## src/rtl/shift_register_controller_if.sv

```systemverilog
// Handshake and data bundle between the lab inputs and the shift-register sequencer.
interface shift_register_controller_if #(
  parameter int unsigned WIDTH = 4
);
  localparam int unsigned CNT_W = $clog2(WIDTH + 1);

  logic             start;
  logic [WIDTH-1:0] data;
  logic             serial_in;
  logic             serial_out;
  logic [WIDTH-1:0] parallel_out;
  logic             busy;
  logic             done;
  logic [CNT_W-1:0] bit_count;

  // Requester side: issues start/data and feeds the serial input.
  modport master (
    output start, data, serial_in,
    input  serial_out, parallel_out, busy, done, bit_count
  );

  // Sequencer side.
  modport slave (
    input  start, data, serial_in,
    output serial_out, parallel_out, busy, done, bit_count
  );
endinterface

```

## src/rtl/shift_register_controller.sv

```systemverilog
// Sequencer for a WIDTH-bit PISO/SIPO flip-flop chain: loads a word on start,
// shifts it out MSB-first holding each bit HOLD clocks, captures serial_in
// into the LSB, then pulses done for one cycle.
module shift_register_controller #(
  parameter int unsigned WIDTH = 4,
  parameter int unsigned HOLD  = 1
) (
  input logic                     clockpulse,
  input logic                     clear,
  shift_register_controller_if.slave bus
);

  localparam int unsigned CNT_W  = $clog2(WIDTH + 1);
  localparam int unsigned HOLD_W = (HOLD > 1) ? $clog2(HOLD) : 1;

  typedef enum logic [1:0] {
    st_idle  = 2'd0,
    st_shift = 2'd1,
    st_done  = 2'd2
  } state_t;

  state_t             state_q;
  logic [WIDTH-1:0]   shreg_q;
  logic [HOLD_W-1:0]  hold_q;
  logic [CNT_W-1:0]   cnt_q;
  logic               busy_q;
  logic               done_q;

  logic               hold_last;
  logic               shift_last;

  // Hold window ends this cycle / this shift completes the word.
  assign hold_last  = (hold_q == HOLD_W'(HOLD - 1));
  assign shift_last = (cnt_q == CNT_W'(WIDTH - 1));

  // Sequencer state, shift chain, counters and status flags.
  always_ff @(posedge clockpulse or negedge clear) begin
    if (!clear) begin
      state_q <= st_idle;
      shreg_q <= '0;
      hold_q  <= '0;
      cnt_q   <= '0;
      busy_q  <= 1'b0;
      done_q  <= 1'b0;
    end else begin
      unique case (state_q)
        st_idle: begin
          if (bus.start) begin
            shreg_q <= bus.data;
            cnt_q   <= '0;
            hold_q  <= '0;
            busy_q  <= 1'b1;
            state_q <= st_shift;
          end
        end

        st_shift: begin
          if (hold_last) begin
            shreg_q <= {shreg_q[WIDTH-2:0], bus.serial_in};
            cnt_q   <= cnt_q + CNT_W'(1);
            hold_q  <= '0;
            if (shift_last) begin
              busy_q  <= 1'b0;
              done_q  <= 1'b1;
              state_q <= st_done;
            end
          end else begin
            hold_q <= hold_q + HOLD_W'(1);
          end
        end

        st_done: begin
          done_q <= 1'b0;
          // A start here chains straight into the next word with no idle gap.
          if (bus.start) begin
            shreg_q <= bus.data;
            cnt_q   <= '0;
            hold_q  <= '0;
            busy_q  <= 1'b1;
            state_q <= st_shift;
          end else begin
            state_q <= st_idle;
          end
        end

        default: begin
          busy_q  <= 1'b0;
          done_q  <= 1'b0;
          state_q <= st_idle;
        end
      endcase
    end
  end

  // MSB is only presented while shifting; gated from registered state.
  assign bus.serial_out   = busy_q & shreg_q[WIDTH-1];
  assign bus.parallel_out = shreg_q;
  assign bus.busy         = busy_q;
  assign bus.done         = done_q;
  assign bus.bit_count    = cnt_q;

endmodule

```

## src/flat_wrapper.sv

```systemverilog
// flat-port wrapper written by rule: the top's interface ports become plain ports
module shift_register_controller_flat 
#(
  parameter int unsigned WIDTH = 4,
  parameter int unsigned HOLD  = 1
)
  (clockpulse, clear, bus_start, bus_data, bus_serial_in, bus_serial_out, bus_parallel_out, bus_busy, bus_done, bus_bit_count);
  shift_register_controller_if #(.WIDTH(WIDTH)) bus_i ();
  input logic clockpulse;
  input logic clear;
  input wire logic [$bits(bus_i.start)-1:0] bus_start;
  input wire logic [$bits(bus_i.data)-1:0] bus_data;
  input wire logic [$bits(bus_i.serial_in)-1:0] bus_serial_in;
  output wire logic [$bits(bus_i.serial_out)-1:0] bus_serial_out;
  output wire logic [$bits(bus_i.parallel_out)-1:0] bus_parallel_out;
  output wire logic [$bits(bus_i.busy)-1:0] bus_busy;
  output wire logic [$bits(bus_i.done)-1:0] bus_done;
  output wire logic [$bits(bus_i.bit_count)-1:0] bus_bit_count;
  assign bus_i.start = bus_start;
  assign bus_i.data = bus_data;
  assign bus_i.serial_in = bus_serial_in;
  assign bus_serial_out = bus_i.serial_out;
  assign bus_parallel_out = bus_i.parallel_out;
  assign bus_busy = bus_i.busy;
  assign bus_done = bus_i.done;
  assign bus_bit_count = bus_i.bit_count;
  shift_register_controller #(.WIDTH(WIDTH), .HOLD(HOLD)) u_core (.clockpulse(clockpulse), .clear(clear), .bus(bus_i));
endmodule
```

## config.mk

```make
export PLATFORM = sky130hd
export DESIGN_NAME = shift_register_controller_flat
export DESIGN_NICKNAME = d
export VERILOG_FILES = /design/src/rtl/shift_register_controller_if.sv /design/src/rtl/shift_register_controller.sv /design/src/flat_wrapper.sv
export SDC_FILE = /design/constraint.sdc
export NUM_CORES = 1
export LEC_CHECK = 0
export ABC_AREA = 1
export BUFFER_PORTS_ARGS = -buffer_cell sky130_fd_sc_hd__clkbuf_2
export CORE_AREA = 2 2 39 41
export CTS_CLUSTER_SIZE = 8
export DETAILED_ROUTE_END_ITERATION = 10
export DIE_AREA = 0 0 41 43
export PLACE_DENSITY_LB_ADDON = 0.25
export SLEW_MARGIN = 10
export SYNTH_ARGS = -nofsm -noshare
export SYNTH_HDL_FRONTEND = slang
export SYNTH_SLANG_ARGS = --single-unit
```

## constraint.sdc

```tcl
create_clock -name clockpulse -period 2 [get_ports clockpulse]
set_clock_uncertainty 0.1 [all_clocks]
set_input_delay 0.3 -clock clockpulse [delete_from_list [all_inputs] [get_ports clockpulse]]
set_output_delay 0.3 -clock clockpulse [all_outputs]
set_load 0.005 [all_outputs]
```

[Word-level counts from Yosys, hierarchy flattened]
Cells that the tools add are included.
Operators by class
  add/subtract/negate cells: 2
  equality and inequality tests: 7
  mux-type cells: 21
  bitwise logic cells: 2
  reduce and logical (&&, ||, !) cells: 8
Operators with widths (count)
  $reduce_and A3 Y1: 4
  $mux W1: 8
  $mux W4: 2
  $pmux W4 S2: 1
  $mux W2: 3
  $mux W3: 2
  $pmux W1 S2: 3
  $pmux W2 S3: 1
  $pmux W3 S2: 1
  $ne A2 B1 Y1 const B: 2
  $ne A2 B2 Y1 const B: 2
  $add A3 B1 Y3 const B: 1
  $eq A3 B2 Y1 const B: 1
  $eq A2 B1 Y1 const B: 1
  $eq A2 B2 Y1 const B: 1
  $logic_not A2 Y1: 1
  $reduce_and A2 Y1: 1
  $reduce_bool A2 Y1: 1
  $reduce_or A2 Y1: 1
  $add A1 B1 Y1 const B: 1
  $and A1 B1 Y1: 1
  $not A1 Y1: 1
Word-level totals
  register bits after elaboration: 12
  bits of input ports: 8
  logic and storage cells: 46

[Longest topological paths before layout]
  depth after elaboration: 4
  depth in mapped cells: 5

[Least setup slack after synthesis]
OpenSTA, ideal clock, no wires.
  path kind: flip-flop to flip-flop
  start: register u_core.cnt_q[0], in the netlist u_core.bus.bit_count[0]
  end: register u_core.busy_q, in the netlist u_core.bus.busy
  library setup time: 63 ps
  arrival time: 1034 ps
  data required time: 1837 ps
  setup slack: 803 ps
  cell stages (with the launch flop): 6
  path through: dfrtp_1 -> ha_1 -> ha_1 -> o21ai_0 -> nand2_1 -> inv_1
Between the ends
  cells in the longest elaborated chain, start to end: 3
RTL lines
  from (decl): line shift_register_controller.sv:25  | logic [CNT_W-1:0] cnt_q;
  from (signal assigned): line shift_register_controller.sv:60  | cnt_q <= cnt_q + CNT_W'(1);
  $eq A3 B2 Y1: line shift_register_controller.sv:34  | assign shift_last = (cnt_q == CNT_W'(WIDTH - 1));
  $ne A2 B1 Y1 (no source line)
  $reduce_and A3 Y1 (no source line)
  to (signal assigned): line shift_register_controller.sv:43  | busy_q <= 1'b0;
  to (signal assigned): line shift_register_controller.sv:52  | busy_q <= 1'b1;
  to (signal assigned): line shift_register_controller.sv:63  | busy_q <= 1'b0;
  to (decl): line shift_register_controller.sv:26  | logic busy_q;
No other way between the ends.
A chain may end at the register's enable or synchronous reset.

[Final worst setup path]
  start: register u_core.busy_q, in the netlist u_core.bus.busy
  end: output bus_serial_out
Between the ends
  cells in the longest elaborated chain, start to end: 1
RTL lines
  $and A1 B1 Y1: line shift_register_controller.sv:96  | assign bus.serial_out = busy_q & shreg_q[WIDTH-1];
  to (decl): line flat_wrapper.sv:14  | output wire logic [$bits(bus_i.serial_out)-1:0] bus_serial_out;
No other way between the ends.

==> results.tsv <==
metric	value	unit
fraction of layout cells with a size suffix above 1	0.2921	
Hold Crit Class	in2reg	
H-Tree Depth	1	
slew margin rel.	0.8227	
Layout area overhead	24.65	%
global route overflow	0	
die width	41	um
switching power	0.4514	mW
final WL	974	um
Bufs on Longest Clock Path	2	
antenna violations before repair	0	
worst setup margin	0.7476	ns
P_leak	0.4162	nW
Seq cells post-synth	11	
PostCTS Resize Cnt	0	
area of placed instances	640.6	um^2
type of the worst setup path	reg2out	
DR vias	470	
max-slew violation count	0	
Internal	0.6169	mW
Skew-Pair Late Insertion Delay	0.26	ns
I/O Buffers	17	
setup bufs post-CTS	0	
status	finished, final reports clean	
PnR Total Power	1.068	mW
CP max-delay cell	dfrtp_1	
global-route wire length before repair	1428	um
fin util	0.4892	
Worst-path clk slew	0.07	ns
TNS Setup	0	ns
critical-path cell list	nand2_1, inv_1, clkbuf_2	
combinational fraction of design power	0.474	
Max-Cap Viols	0	
drt wl/cell	9.276	um
Yosys cell types	12	
sequential element share of the synthesized area	0.5069	
Tmin final	1.252	ns
Syn Area/Cell	7.986	um^2
WP data required	1.60	ns
vias in the first global route	370	
synth warn	0	
switch share	0.4225	
Root Driver	clkbuf_4	
die area	1763	um^2
Peak VDD IR	0.0005930	V
Post-Syn Area	543.0	um^2
crit-path max cell delay	0.39	ns
FP Rows	14	
RSZ-0062 raised after global routing	false	
antenna violation net count after detailed routing	0	
clock sinks	11	
CTS tree	built	
clock network fraction of total power	0.137	
fmax	798.5	MHz
fin area	676.9	um^2
Sequential Power Share	0.389	
Post-route DRC	0	
largest net degree at the start of global routing	13	
crit path DAT	0.85	ns
Core ar.	1384	um^2
initial DRC count	4	
endpoints failing setup	0	
filler cell count in the final layout	133	
Final nets	100	
Least-Margin Pin Slew	0.2650	ns
Pre-antenna DRT Iters	2	
crit-path max FO	3	
Syn Nets	78	
TritonCTS Buffers	3	
Power per Cell Area	1578	nW/um^2
Boundary Pins	18	
Initial Utilization	0.3924	
Mapped Cells	68	
via/cell ratio	4.476	
Final Wtd Congestion	0.7241	
# diodes	0	
Tcrit/Tclk final	0.6262	
Critical Path End Type	primary output	
Post-DP HPWL	739.8	um
final hold violation count	0	
worst slack, placed	0.7793	ns
Total GRT Usage	0.1214	
CP startpoint kind	flip-flop	
Die Y	43	um
==> sequential cells by signal, summed over array words and instances (netlist names) <==
signal,flops
u_core.bus.busy,1
u_core.bus.done,1
u_core.bus.parallel_out,4
u_core.state_q,2
u_core.bus.bit_count,3
==> worst paths after layout <==
| check | startpoint | end | slack (ns) | cells past startpoint |
|---|---|---|---|---|
| min | bus_data[1] | u_core.bus.parallel_out[1] | 0.23 | 5 |
| min reg2reg | u_core.bus.done | u_core.bus.done | 0.38 | 2 |
| max in group asynchronous | clear | u_core.bus.busy | 1.26 | 2 |
| max | u_core.bus.busy | bus_serial_out | 0.75 | 3 |
| max reg2reg | u_core.bus.bit_count[0] | u_core.bus.busy | 0.76 | 5 |
| min in group asynchronous | clear | u_core.bus.parallel_out[1] | 0.34 | 2 |
==> cell usage after synthesis, drive strengths merged <==
master	number	area (um^2)
nand2	33	136.4
dfrtp	11	275.3
inv	10	37.53
nand3	7	35.03
o21ai	3	22.52
ha	2	25.02
buf	1	7.510
nor2	1	3.750
==> cell families (layout without fill, tap and decap cells) <==
| group | after synthesis | after routing | share of synthesized area |
|---|---|---|---|
| fa+ha+maj | 2 | 2 | 0.04608 |
| buf+inv | 11 | 32 | 0.08294 |
| simple gates | 41 | 41 | 0.3226 |
| flops | 11 | 11 | 0.5069 |
| compound gates | 3 | 3 | 0.04147 |
==> layout by cell type, fill, tap and decap left out <==
cell type,instances
inv_1,9
nor2_1,1
ha_1,2
clkbuf_2,17
nand2_4,1
dlygate4sd3_1,1
o21ai_0,1
clkbuf_4,3
inv_2,1
nand3_1,7
o21ai_2,2
nand2_2,2
dfrtp_1,11
nand2_1,30
clkbuf_1,1
==> worst max-delay path, delay by kind of cell (launching register included) <==
kind | cells | cell delay, ns
buf+inv | 2 | 0.13
simple gates | 1 | 0.07
flops | 1 | 0.39
==> power groups by stage <==
stage          Clock, mW  Combinational [mW]  Sequential [mW]
2_1_floorplan          0               0.353            0.420
3_3_place_gp           0               0.511            0.421
3_5_place_dp           0               0.513            0.422
4_1_cts            0.149               0.519            0.418
5_1_grt            0.168               0.580            0.431
6_report           0.146               0.506            0.416
==> final cells by class <==
cell class,count,area (um^2),area share
clock buffers,4,26.28,0.03882
inverters,10,37.54,0.05545
multi-input cells,46,222.7,0.3290
flip-flops and latches,11,275.3,0.4067
well taps,16,20.02,0.02957
repair buffers,18,95.09,0.1405
==> repair_timing <==
item | 4_1_cts | 5_1_grt
hold endpoints to repair | 11 | 0
hold buffers | 1 | 0
setup endpoints to repair | 0 | 0
==> through the flow <==
stage               hold slack, ns  cells
floorplan                 -0.09559     68
global placement           0.08769    100
detailed placement         0.08835    100
CTS                         0.2302    105
global route                0.2347    105
finish                      0.2254    105
==> routing by layer <==
layer,part of all wire,GRT usage,wire length [um],vias to the layer above
li1,-,-,-,246
met1,0.43,0.1288,422,206
met2,0.49,0.1969,473,14
met3,0.064,0.03141,62,4
met4,0.016,0.08000,16,0
met5,0,0,0,-
(Power assumes the default switching activity.)
